===== config.mk =====
export PLATFORM = sky130hd
export DESIGN_NAME = led_blink_arbiter
export DESIGN_NICKNAME = d
export VERILOG_FILES = /design/src/rtl/led_arb_pkg.sv /design/src/rtl/tick_gen.sv /design/src/rtl/led_blink_arbiter.sv
export SDC_FILE = /design/constraint.sdc
export NUM_CORES = 1
export LEC_CHECK = 0
export BUFFER_PORTS_ARGS = -buffer_cell sky130_fd_sc_hd__buf_2
export CAP_MARGIN = 20
export CORE_MARGIN = 1
export CORE_UTILIZATION = 45
export CTS_BUF_LIST = sky130_fd_sc_hd__clkbuf_8
export CTS_CLUSTER_SIZE = 10
export DETAILED_ROUTE_END_ITERATION = 8
export HOLD_SLACK_MARGIN = 0.1
export PLACE_DENSITY = 0.67
export SYNTH_ARGS = -nofsm -noshare
export SYNTH_HDL_FRONTEND = slang
export SYNTH_SLANG_ARGS = --single-unit

===== constraint.sdc =====
create_clock -name clk -period 3.4 [get_ports clk]
set_clock_uncertainty 0.2 [all_clocks]
set_input_delay 0.34 -clock clk [delete_from_list [all_inputs] [get_ports clk]]
set_output_delay 0.34 -clock clk [all_outputs]
set_load 0.02 [all_outputs]

===== src/rtl/led_arb_pkg.sv =====
// Shared constants, state encoding and a constant clog2 helper for the
// LED blink-code arbiter.
package led_arb_pkg;

  localparam logic [1:0] S_IDLE = 2'd0;
  localparam logic [1:0] S_ON   = 2'd1;
  localparam logic [1:0] S_OFF  = 2'd2;
  localparam logic [1:0] S_GAP  = 2'd3;

  // Width of one requester's blink-count field.
  localparam int CNT_W = 4;

  typedef enum logic [1:0] {
    ST_IDLE = S_IDLE,
    ST_ON   = S_ON,
    ST_OFF  = S_OFF,
    ST_GAP  = S_GAP
  } state_e;

  function automatic int clog2(input int value);
    int r;
    r = 0;
    for (int i = 0; i < 31; i++) begin
      if ((1 << i) < value) r = i + 1;
    end
    return r;
  endfunction

endpackage


===== src/rtl/tick_gen.sv =====
// Timing prescaler: one-cycle tick every TICK_DIV cycles while run is high,
// held at zero while run is low so each phase starts on a fresh tick period.
module tick_gen
  import led_arb_pkg::*;
#(
  parameter int TICK_DIV = 5000000
) (
  input  logic clk,
  input  logic reset,
  input  logic run,
  output logic tick
);

  localparam int PW = (clog2(TICK_DIV) < 1) ? 1 : clog2(TICK_DIV);
  localparam logic [PW-1:0] LAST = PW'(TICK_DIV - 1);

  logic [PW-1:0] cnt_q, cnt_d;

  always_comb begin
    cnt_d = cnt_q + PW'(1);
    if (!run || (cnt_q == LAST)) cnt_d = '0;
  end

  always_ff @(posedge clk) begin
    if (reset) cnt_q <= '0;
    else       cnt_q <= cnt_d;
  end

  assign tick = run && (cnt_q == LAST);

endmodule


===== src/rtl/led_blink_arbiter.sv =====
// Round-robin arbiter sharing one LED between NUM_REQ requesters; the granted
// requester's blink code is played with prescaled on/off/gap timing.
module led_blink_arbiter
  import led_arb_pkg::*;
#(
  parameter int NUM_REQ   = 4,
  parameter int TICK_DIV  = 5000000,
  parameter int ON_TICKS  = 3,
  parameter int OFF_TICKS = 3,
  parameter int GAP_TICKS = 10
) (
  input  logic                     clk,
  input  logic                     reset,
  input  logic [NUM_REQ-1:0]       req,
  input  logic [CNT_W*NUM_REQ-1:0] count,
  output logic [NUM_REQ-1:0]       grant,
  output logic [NUM_REQ-1:0]       done,
  output logic                     led,
  output logic                     busy
);

  localparam int IDX_W  = clog2(NUM_REQ);
  localparam int MAX_OF = (ON_TICKS > OFF_TICKS) ? ON_TICKS : OFF_TICKS;
  localparam int MAX_PH = (MAX_OF > GAP_TICKS) ? MAX_OF : GAP_TICKS;
  localparam int PH_W   = (clog2(MAX_PH) < 1) ? 1 : clog2(MAX_PH);

  localparam logic [PH_W-1:0]  ON_LAST  = PH_W'(ON_TICKS - 1);
  localparam logic [PH_W-1:0]  OFF_LAST = PH_W'(OFF_TICKS - 1);
  localparam logic [PH_W-1:0]  GAP_LAST = PH_W'(GAP_TICKS - 1);
  localparam logic [IDX_W-1:0] IDX_LAST = IDX_W'(NUM_REQ - 1);

  state_e              state_q, state_d;
  logic [NUM_REQ-1:0]  grant_q, grant_d;
  logic [NUM_REQ-1:0]  done_q, done_d;
  logic                led_q, led_d;
  logic [IDX_W-1:0]    last_q, last_d;
  logic [CNT_W-1:0]    rem_q, rem_d;
  logic [PH_W-1:0]     phase_q, phase_d;

  logic                tick;
  logic [IDX_W-1:0]    cand;
  logic [IDX_W-1:0]    win_idx;
  logic [NUM_REQ-1:0]  win_oh;
  logic [CNT_W-1:0]    cnt_arr [NUM_REQ];

  for (genvar g = 0; g < NUM_REQ; g++) begin : g_cnt
    assign cnt_arr[g] = count[g*CNT_W +: CNT_W];
  end

  tick_gen #(
    .TICK_DIV (TICK_DIV)
  ) u_tick_gen (
    .clk   (clk),
    .reset (reset),
    .run   (state_q != ST_IDLE),
    .tick  (tick)
  );

  // Scan from farthest to nearest so the nearest set bit after last_q wins.
  always_comb begin
    cand    = '0;
    win_idx = '0;
    for (int i = NUM_REQ; i >= 1; i--) begin
      cand = IDX_W'((int'(last_q) + i) % NUM_REQ);
      if (req[cand]) win_idx = cand;
    end
  end

  assign win_oh = NUM_REQ'(1) << win_idx;

  always_comb begin
    state_d = state_q;
    grant_d = grant_q;
    done_d  = '0;
    led_d   = led_q;
    last_d  = last_q;
    rem_d   = rem_q;
    phase_d = phase_q;
    if (tick) phase_d = phase_q + PH_W'(1);

    case (state_q)
      ST_IDLE: begin
        if (|req) begin
          grant_d = win_oh;
          last_d  = win_idx;
          rem_d   = cnt_arr[win_idx];
          if (cnt_arr[win_idx] != '0) begin
            state_d = ST_ON;
            led_d   = 1'b1;
          end else begin
            state_d = ST_GAP;
            led_d   = 1'b0;
          end
        end
      end
      ST_ON: begin
        led_d = 1'b1;
        if (tick && (phase_q == ON_LAST)) begin
          led_d   = 1'b0;
          if (rem_q != '0) rem_d = rem_q - CNT_W'(1);
          state_d = ST_OFF;
        end
      end
      ST_OFF: begin
        led_d = 1'b0;
        if (tick && (phase_q == OFF_LAST)) begin
          if (rem_q == '0) begin
            state_d = ST_GAP;
          end else begin
            state_d = ST_ON;
            led_d   = 1'b1;
          end
        end
      end
      ST_GAP: begin
        led_d = 1'b0;
        if (tick && (phase_q == GAP_LAST)) begin
          done_d  = grant_q;
          grant_d = '0;
          state_d = ST_IDLE;
        end
      end
      default: state_d = ST_IDLE;
    endcase

    // Each phase measures its length from its own entry.
    if (state_d != state_q) phase_d = '0;
  end

  always_ff @(posedge clk) begin
    if (reset) begin
      state_q <= ST_IDLE;
      grant_q <= '0;
      done_q  <= '0;
      led_q   <= 1'b0;
      last_q  <= IDX_LAST;
      rem_q   <= '0;
      phase_q <= '0;
    end else begin
      state_q <= state_d;
      grant_q <= grant_d;
      done_q  <= done_d;
      led_q   <= led_d;
      last_q  <= last_d;
      rem_q   <= rem_d;
      phase_q <= phase_d;
    end
  end

  assign grant = grant_q;
  assign done  = done_q;
  assign led   = led_q;
  assign busy  = (state_q != ST_IDLE);

endmodule


# Word-level counts from Yosys, hierarchy flattened
# Cells that the tools add are included.
# classes
magnitude_cmp	5
shifts	1
add_sub_neg	7
n_eq_ne	11
muxes	35
n_bitwise	3
reduce_logical	19
# ops
cell	n
$mux W4	7
$add A23 B1 Y23 const B	1
$eq A23 B23 Y1 const B	1
$mux W2	10
$pmux W4 S2	2
$lt A2 B3 Y1 const B	4
$mux W1	9
$bmux W1 S2	4
$bmux W4 S2	1
$ne A2 B2 Y1 const B	4
$pmux W2 S4	1
$reduce_bool A4 Y1	2
$reduce_bool A2 Y1	3
$add A2 B1 Y2 const B	2
$add A2 B2 Y2 const B	2
$add A4 B1 Y4 const B	1
$eq A2 B2 Y1 const B	2
$eq A4 B2 Y1 const B	1
$eq A4 B4 Y1 const B	1
$logic_not A4 Y1	1
$pmux W1 S4	1
$reduce_and A4 Y1	1
$reduce_or A2 Y1	2
$reduce_or A4 Y1	1
14 further kinds	17
# totals
input_bits	22
reg_bits	44
output_inout_bits	10
elab_cells	89

# Depth between registers and ports, before layout
# Gate-level depths: netlist of run 1.
# depth
depth_word	17
depth_mapped	8
ltp_nobuf	8

# By module
# From an unflattened synthesis of run 1, not the netlist that was laid out.
# hier_totals
cells_unflattened	297
hier_area_um2	2503.7
# by_module_without_submodules
module	area_each_um2	cells_per_inst	seq_area_each_um2	instances
led_blink_arbiter	1377.6	167	420.4	1
tick_gen	1126.1	130	460.4	1

# Least setup slack after synthesis of run 1
# Ideal clock, no wire load.
# synth_timing
path_type	register -> register
from	reg u_tick_gen.cnt_q[0]
to	reg rem_q[3]
n_path_buf	1
setup_time_ps	70
path_stages_with_launch	9
synth_period_minus_slack_ps	2661
arrival_time_ps	2391
slack_ps	739
path_cell_list	dfxtp_1 ha_1 nand2_1 or4_4 or4_4 buf_6 nor3_2 mux2_1 a21oi_1
# synth_between
elab_chain_cells	5
# synth_lines
item	line_no	rtl
from (decl)	tick_gen.sv:17	logic [PW-1:0] cnt_q, cnt_d;
from (signal assigned)	tick_gen.sv:26	else cnt_q <= cnt_d;
$eq A23 B23 Y1	tick_gen.sv:29	assign tick = run && (cnt_q == LAST);
$logic_and A1 B1 Y1	tick_gen.sv:29	
$logic_and A1 B1 Y1	led_blink_arbiter.sv:98	if (tick && (phase_q == ON_LAST)) begin
$ne A2 B2 Y1 (no source line)	-	
$reduce_and A4 Y1 (no source line)	-	
to (signal assigned)	led_blink_arbiter.sv:145	rem_q <= rem_d;
to (decl)	led_blink_arbiter.sv:37	logic [CNT_W-1:0] rem_q, rem_d;
# Every way passes these cells.
# A chain may end at the register's enable or synchronous reset.

# Final worst setup path of run 1
# layout_timing
from	reg u_tick_gen.cnt_q[0]
to	reg phase_q[3]
# layout_between
elab_chain_cells	7
word_cells_on_any_way	10
cone_classes	eq/ne: 2; mux: 4; reduce/logical: 4
# layout_lines
item	line_no	rtl
$eq A23 B23 Y1 (*)	tick_gen.sv:29	
$logic_and A1 B1 Y1 (*)	tick_gen.sv:29	
$logic_and A1 B1 Y1, on equally long branches	led_blink_arbiter.sv:117, led_blink_arbiter.sv:98, led_blink_arbiter.sv:106	
$mux W2, on equally long branches	led_blink_arbiter.sv:117, led_blink_arbiter.sv:98, led_blink_arbiter.sv:106	
$pmux W2 S4	led_blink_arbiter.sv:81	case (state_q)
$ne A2 B2 Y1	led_blink_arbiter.sv:127	if (state_d != state_q) phase_d = '0;
$reduce_or A2 Y1 (no source line)	-	
to (signal assigned)	led_blink_arbiter.sv:146	phase_q <= phase_d;
to (decl)	led_blink_arbiter.sv:38	logic [PH_W-1:0] phase_q, phase_d;
# Every way passes the cells marked *; elsewhere a longest branch is shown, timed or not.

==> results of run 1 <==
-- cells in the mapped netlist, types with 4 or more instances --
master    instances  area, um^2
nand3_1          10        50.1
nand4_1           6        37.5
inv_1             9        33.8
xor2_1           11        96.3
nand2b_1          4        25.0
nor3_1            7        35.0
nand2_1          24        90.1
and2_1            6        37.5
o21ai_0           7        35.0
nor4_1            6        37.5
a21oi_1           7        35.0
xnor2_1          14         123
clkbuf_1          7        26.3
ha_1              6        75.1
and3_1            4        25.0
nor2_1           49         184
mux2i_1           9        90.1
dfxtp_1          44         881
mux2_2            6        67.6
-- flip-flops by register name (all words and copies together), names as in the netlist --
signal	count
last_q	2
done	4
u_tick_gen.cnt_q	23
grant	4
state_q	2
rem_q	4
led	1
phase_q	4
-- routing by layer --
metal  part of all wire [%]  wire, um
met1                     52      2450
met2                     44      2100
met3                    2.9       138
met4                   0.66        31
met5                      0         0
-- power by group through the flow --
stage	Combinational, W	Clock [W]	Sequential (W)
after floorplan	0.000128	0	0.000568
after global placement	0.000186	0	0.000566
after detailed placement	0.000189	0	0.000566
after CTS	0.000189	0.000430	0.000554
after global routing	0.000208	0.000455	0.000558
final	0.000190	0.000416	0.000554
-- critical path, cell delays in order (launching register included) --
cell     delay, ps
dfxtp_1        360
ha_1           220
nand2_1        100
or4_4          550
or4_4          610
o21ai_0        470
nor2_1         120
-- final timing paths --
| check | endpoint | slack [ps] |
|---|---|---|
| worst min-delay path | rem_q[3] | 230 |
| worst max register to register | phase_q[3] | 620 |
| worst max-delay path | phase_q[3] | 620 |
| worst min register to register | u_tick_gen.cnt_q[0] | 240 |
-- layout make-up --
class / count / area [um^2] / area share, %
Clock buffer: 6 / 82.6 / 3.07
Clock inverter: 2 / 38.8 / 1.44
Inverter: 9 / 33.8 / 1.26
Multi-Input combinational cell: 213 / 1380 / 51.2
Sequential cell: 44 / 881 / 32.8
Tap cell: 67 / 83.8 / 3.12
Timing Repair Buffer: 36 / 193 / 7.17
-- stage by stage --
step / instances / setup slack (ps) / cell area (um^2)
floorplan: 276 / 739 / 2340
global placement: 369 / 729 / 2570
detailed placement: 369 / 656 / 2570
CTS: 377 / 626 / 2690
global route: 377 / 440 / 2690
finish: 377 / 625 / 2690
-- logic make-up after synthesis --
family / after synthesis / synth area share (%)
compound gates: 30 / 9.70
xor+xnor: 25 / 9.37
fa+ha+maj: 6 / 3.21
buf+inv: 19 / 3.43
flops: 44 / 37.7
mux: 16 / 7.23
simple gates: 136 / 29.4
==> results.py, run 1 <==
metrics = {
    "clock_tree": {
        "clock_latency_ps": 300,
        "root_buffer": "clkbuf_8",
        "cts.repair.resized": 0,
        "cts_tree": "built",
        "hold_buffers": 0,
        "numCtsBuffers": 5,
        "cts_max_path_buffers": 2,
        "cts_sinks": 44,
        "cts.clk_slew.worst_paths_ps": 90,
        "htree_levels": 2,
        "post_cts_buffers": 0,
    },
    "setup_path": {
        "path_class": "register to register",
        "crit_required_ps": 3360,
        "reg2reg_from": "u_tick_gen.cnt_q[0]",
        "startpoint": "u_tick_gen.cnt_q[0]",
        "crit_path_max_fanout": 7,
        "startpoint_type": "register",
        "cp_data_arrival_time_ps": 2730,
        "worstRegToRegCells": 6,
        "critPathCaptureType": "register",
    },
    "job": {
        "cap_violations": 0,
    },
    "logic_synthesis": {
        "synth_cells": 276,
        "ys_seq_elements": 44,
        "async_flop_share_pct": 0,
        "yosys_warnings": 0,
        "synth_edf_count": 0,
        "syn_nets": 304,
        "ys_seq_area_share_pct": 37.7,
        "syn_area_mm2": 0.00234,
        "synth_area_per_cell_um2": 8.46,
        "yosysUniqueCellTypes": 47,
        "synthFlopType": "dfxtp_1",
    },
    "layout": {
        "final_common_cell": "nor2_1",
        "postLayoutCoreUtil_pct": 55.4,
        "diodes": 0,
        "area_growth_syn_to_layout_pct": 15.1,
        "mostFrequentLayoutCells": "nor2_1, dfxtp_1, buf_2",
        "nets": 337,
        "drive_above_1_share_pct": 18.7,
        "num-fill-cells": 459,
    },
    "grt": {
        "grt_pass1_vias": 1832,
        "grt_pass1_wl_um": 8000,
        "grt_max_degree": 24,
        "grt-ovfl-total": 0,
        "antenna_found_initial": 0,
        "grt_util_all_layers_pct": 18.9,
        "grtUsageMet2_pct": 30.7,
        "gr-max-usage-layer": "met2",
        "met1_usage_pct": 25.1,
        "use_met3_pct": 4.07,
    },
    "sta": {
        "timing.fmax_ghz": 0.360,
        "whs_ps": 228,
        "slew_headroom_pct": 59.0,
        "hold_viol": 0,
        "setup_viol_count_final": 0,
        "finalSetupTns_ps": 0,
        "maxSlewViolCount": 0,
        "rsz0062_at_grt": "no",
        "finalCritPeriodShare_pct": 81.6,
        "fin_crit_ps": 2780,
        "worstMarginPinSlew_ps": 609,
    },
    "power": {
        "p_per_area_mw_per_mm2": 432,
        "sw_frac_of_total_pct": 26.1,
        "total_power_w": 0.00116,
        "p_seq_share_pct": 47.8,
        "p_int_w": 0.000857,
        "p_comb_share_pct": 16.3,
        "p_leak_nw": 0.992,
        "ir_drop_mv": 0.192,
        "p_switching_w": 0.000302,
        "clkPwrFrac_pct": 35.9,
    },
    "placed_design": {
        "port_buffers": 31,
        "dp_hpwl_um": 3520,
        "gp_congestion": 0.817,
    },
    "route": {
        "postRouteWirelength_um": 4730,
        "viasPerCell": 5.25,
        "ant_nets": 0,
        "drc_errors": 0,
        "wl_per_cell_um": 12.5,
        "drtIter0Drc": 114,
        "dr.pass1.iters": 4,
        "vias": 1979,
    },
    "die": {
        "boundaryPins": 32,
        "start_util_pct": 48.2,
        "die_area_mm2": 0.00548,
        "die_y_um": 74.1,
        "rows": 25,
        "fp.dieW_um": 74.1,
        "core_area_mm2": 0.00485,
    },
    "min_path": {
        "hold_depth": 2,
        "hold_path.class": "input pin to register",
        "min_from": "reset",
    },
    "run_status": {
        "status": "finished clean",
    },
}
(Power assumes the default switching activity.)
==> run 2, diff against run 1 <==
==> constraint.sdc (replaced) <==
create_clock -name clk -period 2.8 [get_ports clk]
set_clock_uncertainty 0.2 [all_clocks]
set_input_delay 0.28 -clock clk [delete_from_list [all_inputs] [get_ports clk]]
set_output_delay 0.28 -clock clk [all_outputs]
set_load 0.02 [all_outputs]
==> run 2 against run 1 <==
Global-route usage fell by 1.0 points. Non-clock buffer count rose by 4. Final cell count rose by 1.1%. Sequential share of layout area fell by 0.27 points. Largest cell class unchanged. Highest routed layer unchanged.
==> results.py, run 2 (synthesis gave the netlist of run 1 again) <==
metrics = {
    "run_status": {
        "status": "finished clean",
    },
    "clock_tree": {
        "cts.clk_slew.worst_paths_ps": 80,
        "root_buffer": "clkbuf_8",
        "cts_sinks": 44,
        "htree_levels": 2,
        "clock_latency_ps": 300,
        "post_cts_buffers": 0,
        "cts_tree": "built",
        "cts_max_path_buffers": 2,
        "numCtsBuffers": 5,
    },
    "placed_design": {
        "pre_cts_slack_ps": 61.0,
        "gp_congestion": 0.828,
        "port_buffers": 31,
        "dp_hpwl_um": 3440,
    },
    "power": {
        "total_power_w": 0.00138,
        "p_per_area_mw_per_mm2": 508,
        "p_leak_nw": 1.02,
        "ir_drop_mv": 0.280,
    },
    "layout": {
        "regArea_um2": 882,
        "drive_above_1_share_pct": 20.1,
        "area_growth_syn_to_layout_pct": 16.2,
        "final_common_cell": "nor2_1",
        "diodes": 0,
        "nets": 341,
        "num-fill-cells": 455,
        "multi_input_area_mm2": 0.00138,
        "largest_reg_flops": 23,
        "largest-register": "u_tick_gen.cnt_q",
        "mostFrequentLayoutCells": "nor2_1, dfxtp_1, buf_2",
    },
    "setup_path": {
        "crit_path_frequent_cell": "or4_4",
        "startpoint_type": "register",
        "path_class": "register to register",
        "crit_path_max_fanout": 7,
        "cp_data_arrival_time_ps": 2710,
        "crit_family": "simple AND/OR/NAND/NOR gates",
        "crit_chain": "ha_2, nand2_1, or4_4, or4_4, nor3_4, mux2_1, a21oi_1",
        "crit_required_ps": 2830,
        "path_buf_inv": 0,
        "slowest_delay_ps": 600,
        "crit_slowest_cell": "or4_4",
        "critPathCaptureType": "register",
    },
    "grt": {
        "antenna_found_initial": 0,
        "grtUsageMet2_pct": 27.8,
        "grt_util_all_layers_pct": 17.9,
        "grt_pass1_wl_um": 7540,
        "grt_pass1_vias": 1716,
        "grt_max_degree": 24,
        "gr-max-usage-layer": "met2",
        "grt-ovfl-total": 0,
        "use_met3_pct": 4.20,
        "met1_usage_pct": 24.0,
    },
    "die": {
        "boundaryPins": 32,
        "core_area_mm2": 0.00485,
        "rows": 25,
        "die_area_mm2": 0.00548,
        "die_y_um": 74.1,
        "start_util_pct": 48.2,
        "fp.dieW_um": 74.1,
    },
    "sta": {
        "slew_headroom_pct": 64.4,
        "hold_viol": 0,
        "maxSlewViolCount": 0,
        "finalCritPeriodShare_pct": 95.8,
        "setup_viol_count_final": 0,
        "finalSetupTns_ps": 0,
        "fin_crit_ps": 2680,
        "timing.fmax_ghz": 0.373,
        "setup_ws_ps": 117,
        "worstMarginPinSlew_ps": 529,
        "rsz0062_at_grt": "no",
    },
    "route": {
        "dr.pass1.iters": 4,
        "postRouteWirelength_um": 4580,
        "drc_errors": 0,
        "viasPerCell": 5.21,
        "drtIter0Drc": 78,
        "ant_nets": 0,
        "wl_per_cell_um": 12.0,
        "vias": 1984,
    },
    "job": {
        "cap_violations": 0,
    },
    "min_path": {
        "hold_path.class": "input pin to register",
    },
}
run 2: cell type report:
class / count / area share (%)
Tap cell: 67 / 3.09
Timing Repair Buffer: 40 / 8.21
Sequential cell: 44 / 32.5
Multi-Input combinational cell: 213 / 51.0
Inverter: 9 / 1.24
Clock inverter: 3 / 1.43
Clock buffer: 5 / 2.54
run 2: path summary, 6_finish.rpt:
| path | from | end | slack, ps | cells after the start |
|---|---|---|---|---|
| setup / recovery | u_tick_gen.cnt_q[0] | rem_q[3] | 120 | 7 |
| hold / removal | reset | rem_q[3] | 150 | 2 |
| setup reg to reg | u_tick_gen.cnt_q[0] | rem_q[3] | 120 | 7 |
| hold reg to reg | u_tick_gen.cnt_q[0] | u_tick_gen.cnt_q[0] | 220 | 1 |
run 2: timing repair:
item	4_1_cts	5_1_grt
setup endpoints to repair	0	1
gates resized for setup	0	3
hold buffers	0	0
run 2: where the power goes:
part / internal, W / total, W / leakage [nW] / switching [W]
Combinational: 0.000101 / 0.000233 / 0.600 / 0.000132
Sequential: 0.000650 / 0.000671 / 0.358 / 0.0000211
Clock: 0.000261 / 0.000473 / 0.0593 / 0.000212
Total: 0.00101 / 0.00138 / 1.02 / 0.000365
run 2: stage by stage:
stage	hold WS [ps]	utilization, %	std cells	instance area [um^2]
4_1_cts	141	55.8	381	2700
6_report	148	56.0	381	2710
3_3_place_gp	222	53.5	373	2600
2_1_floorplan	213	-	276	2340
5_1_grt	162	56.0	381	2710
3_5_place_dp	230	53.5	373	2600
run 2: routing by layer:
layer	share of wire (%)	wire length [um]	up-vias
li1	-	-	1031
met1	52	2370	915
met2	43	1990	27
met3	2.7	125	11
met4	1.9	87	0
met5	0	0	-
==> run 3, diff against run 2 <==
--- a/config.mk
+++ b/config.mk
@@ -7,9 +7,9 @@
 export LEC_CHECK = 0
 export BUFFER_PORTS_ARGS = -buffer_cell sky130_fd_sc_hd__buf_2
 export CAP_MARGIN = 20
-export CORE_MARGIN = 1
+export CORE_MARGIN = 2
 export CORE_UTILIZATION = 45
-export CTS_BUF_LIST = sky130_fd_sc_hd__clkbuf_8
+export CTS_BUF_LIST = sky130_fd_sc_hd__clkbuf_8 sky130_fd_sc_hd__clkbuf_16
 export CTS_CLUSTER_SIZE = 10
 export DETAILED_ROUTE_END_ITERATION = 8
 export HOLD_SLACK_MARGIN = 0.1
==> run 3 against run 2 <==
Final cell count up 1.8%. First-iteration DRC count increased by 24%. Die area up 5.5%. Critical path depth is the same. Sequential power is essentially flat. Utilization is 1.4 points lower. Critical path type unchanged.
==> results.py, run 3 (synthesis gave the netlist of run 1 again) <==
metrics = {
    "job": {
        "cap_violations": 0,
    },
    "grt": {
        "grt_max_degree": 24,
        "grtUsageMet2_pct": 25.7,
        "grt_util_all_layers_pct": 16.9,
        "antenna_found_initial": 0,
        "grt_pass1_wl_um": 8200,
        "met1_usage_pct": 24.5,
        "grt_pass1_vias": 1830,
        "grt-ovfl-total": 0,
        "gr-max-usage-layer": "met2",
        "use_met3_pct": 3.79,
    },
    "placed_design": {
        "gp_congestion": 0.790,
        "port_buffers": 31,
        "place_area_mm2": 0.00262,
        "dp_hpwl_um": 3470,
        "placed_cells": 378,
    },
    "layout": {
        "diodes": 0,
        "drive_above_1_share_pct": 21.1,
        "area_growth_syn_to_layout_pct": 17.9,
        "num-fill-cells": 470,
        "largest_reg_flops": 23,
        "mostFrequentLayoutCells": "nor2_1, dfxtp_1, buf_2",
        "final_area_mm2": 0.00275,
        "largest-register": "u_tick_gen.cnt_q",
        "final_common_cell": "nor2_1",
        "final_cells": 388,
        "nets": 345,
    },
    "sta": {
        "setup_viol_count_final": 0,
        "rsz0062_at_grt": "yes",
        "maxSlewViolCount": 0,
        "hold_viol": 0,
        "slew_headroom_pct": 63.0,
        "timing.fmax_ghz": 0.373,
        "fin_crit_ps": 2680,
        "worstMarginPinSlew_ps": 551,
        "finalCritPeriodShare_pct": 95.7,
        "whs_ps": 163,
        "finalSetupTns_ps": 0,
    },
    "route": {
        "dr.pass1.iters": 4,
        "ant_nets": 0,
        "vias": 2011,
        "postRouteWirelength_um": 4690,
        "drc_errors": 0,
        "drtIter0Drc": 97,
        "viasPerCell": 5.18,
        "wl_per_cell_um": 12.1,
    },
    "setup_path": {
        "path_class": "register to register",
        "crit_required_ps": 2820,
        "critPathCaptureType": "register",
        "cp_data_arrival_time_ps": 2700,
        "startpoint_type": "register",
        "crit_path_max_fanout": 5,
    },
    "power": {
        "p_leak_nw": 1.03,
        "p_per_area_mw_per_mm2": 514,
        "ir_drop_mv": 0.376,
        "total_power_w": 0.00141,
    },
    "clock_tree": {
        "cts.clk_slew.worst_paths_ps": 80,
        "numCtsBuffers": 5,
        "cts_max_path_buffers": 2,
        "cts_tree": "built",
        "root_buffer": "clkbuf_8",
        "htree_levels": 2,
        "cts_sinks": 44,
        "clock_latency_ps": 290,
    },
    "die": {
        "start_util_pct": 46.3,
        "boundaryPins": 32,
        "die_y_um": 76.1,
        "rows": 26,
        "core_area_mm2": 0.00504,
        "fp.dieW_um": 76.1,
        "die_area_mm2": 0.00578,
    },
    "min_path": {
        "hold_path.class": "input pin to register",
    },
    "run_status": {
        "status": "finished clean",
    },
}
[run 3: cell types whose count changed in the layout (fill, tap and decap cells not counted), sizes merged]
cell / before / now
clkbuf: 5 / 6
inv: 10 / 9
buf: 40 / 44
[run 3: final cells by class]
class                           instances  area (um^2)  area share [%]
Inverter                                9         33.8            1.23
Timing Repair Buffer                   44          253            9.18
Clock buffer                            6         82.6            3.00
Multi-Input combinational cell        213         1380            50.0
Tap cell                               70         87.6            3.18
Clock inverter                          2         38.8            1.41
Sequential cell                        44          881            32.0
[run 3: metrics by stage]
stage	setup WS, ps	utilization, %
after floorplan	139	-
after global placement	123	51.9
after detailed placement	85.4	51.9
after CTS	52.2	54.3
after global routing	-1.71	54.6
final	120	54.6
[run 3: report_power, final]
group / total, W / internal, W / switching, W
logic: 0.000234 / 0.000103 / 0.000131
clock network: 0.000509 / 0.000292 / 0.000217
registers: 0.000672 / 0.000650 / 0.0000220
total: 0.00141 / 0.00104 / 0.000370
[run 3: worst max-delay path: stages (launching register included)]
cell and delay (ps):
dfxtp_1 360, ha_2 210, nand2_1 90, or4_4 540
or4_4 570, nor3_2 180, mux2_1 330, a21oi_1 140
[run 3: path summary, 6_finish.rpt]
check / from / endpoint / slack, ps / cells after the start
hold / removal: reset / rem_q[0] / 160 / 2
setup reg to reg: u_tick_gen.cnt_q[0] / rem_q[3] / 120 / 7
hold reg to reg: u_tick_gen.cnt_q[0] / u_tick_gen.cnt_q[0] / 250 / 1
setup / recovery: u_tick_gen.cnt_q[0] / rem_q[3] / 120 / 7
[run 3: per-layer routing]
metal	wire, um	vias up
met3	218	4
met1	2410	923
met2	2020	39
met5	0	-
met4	42	0
li1	-	1045
[run 3: repair_timing]
action	4_1_cts	5_1_grt
hold buffers	0	0
setup buffers	0	2
endpoints found under the setup margin	0	5
resized for setup	0	1
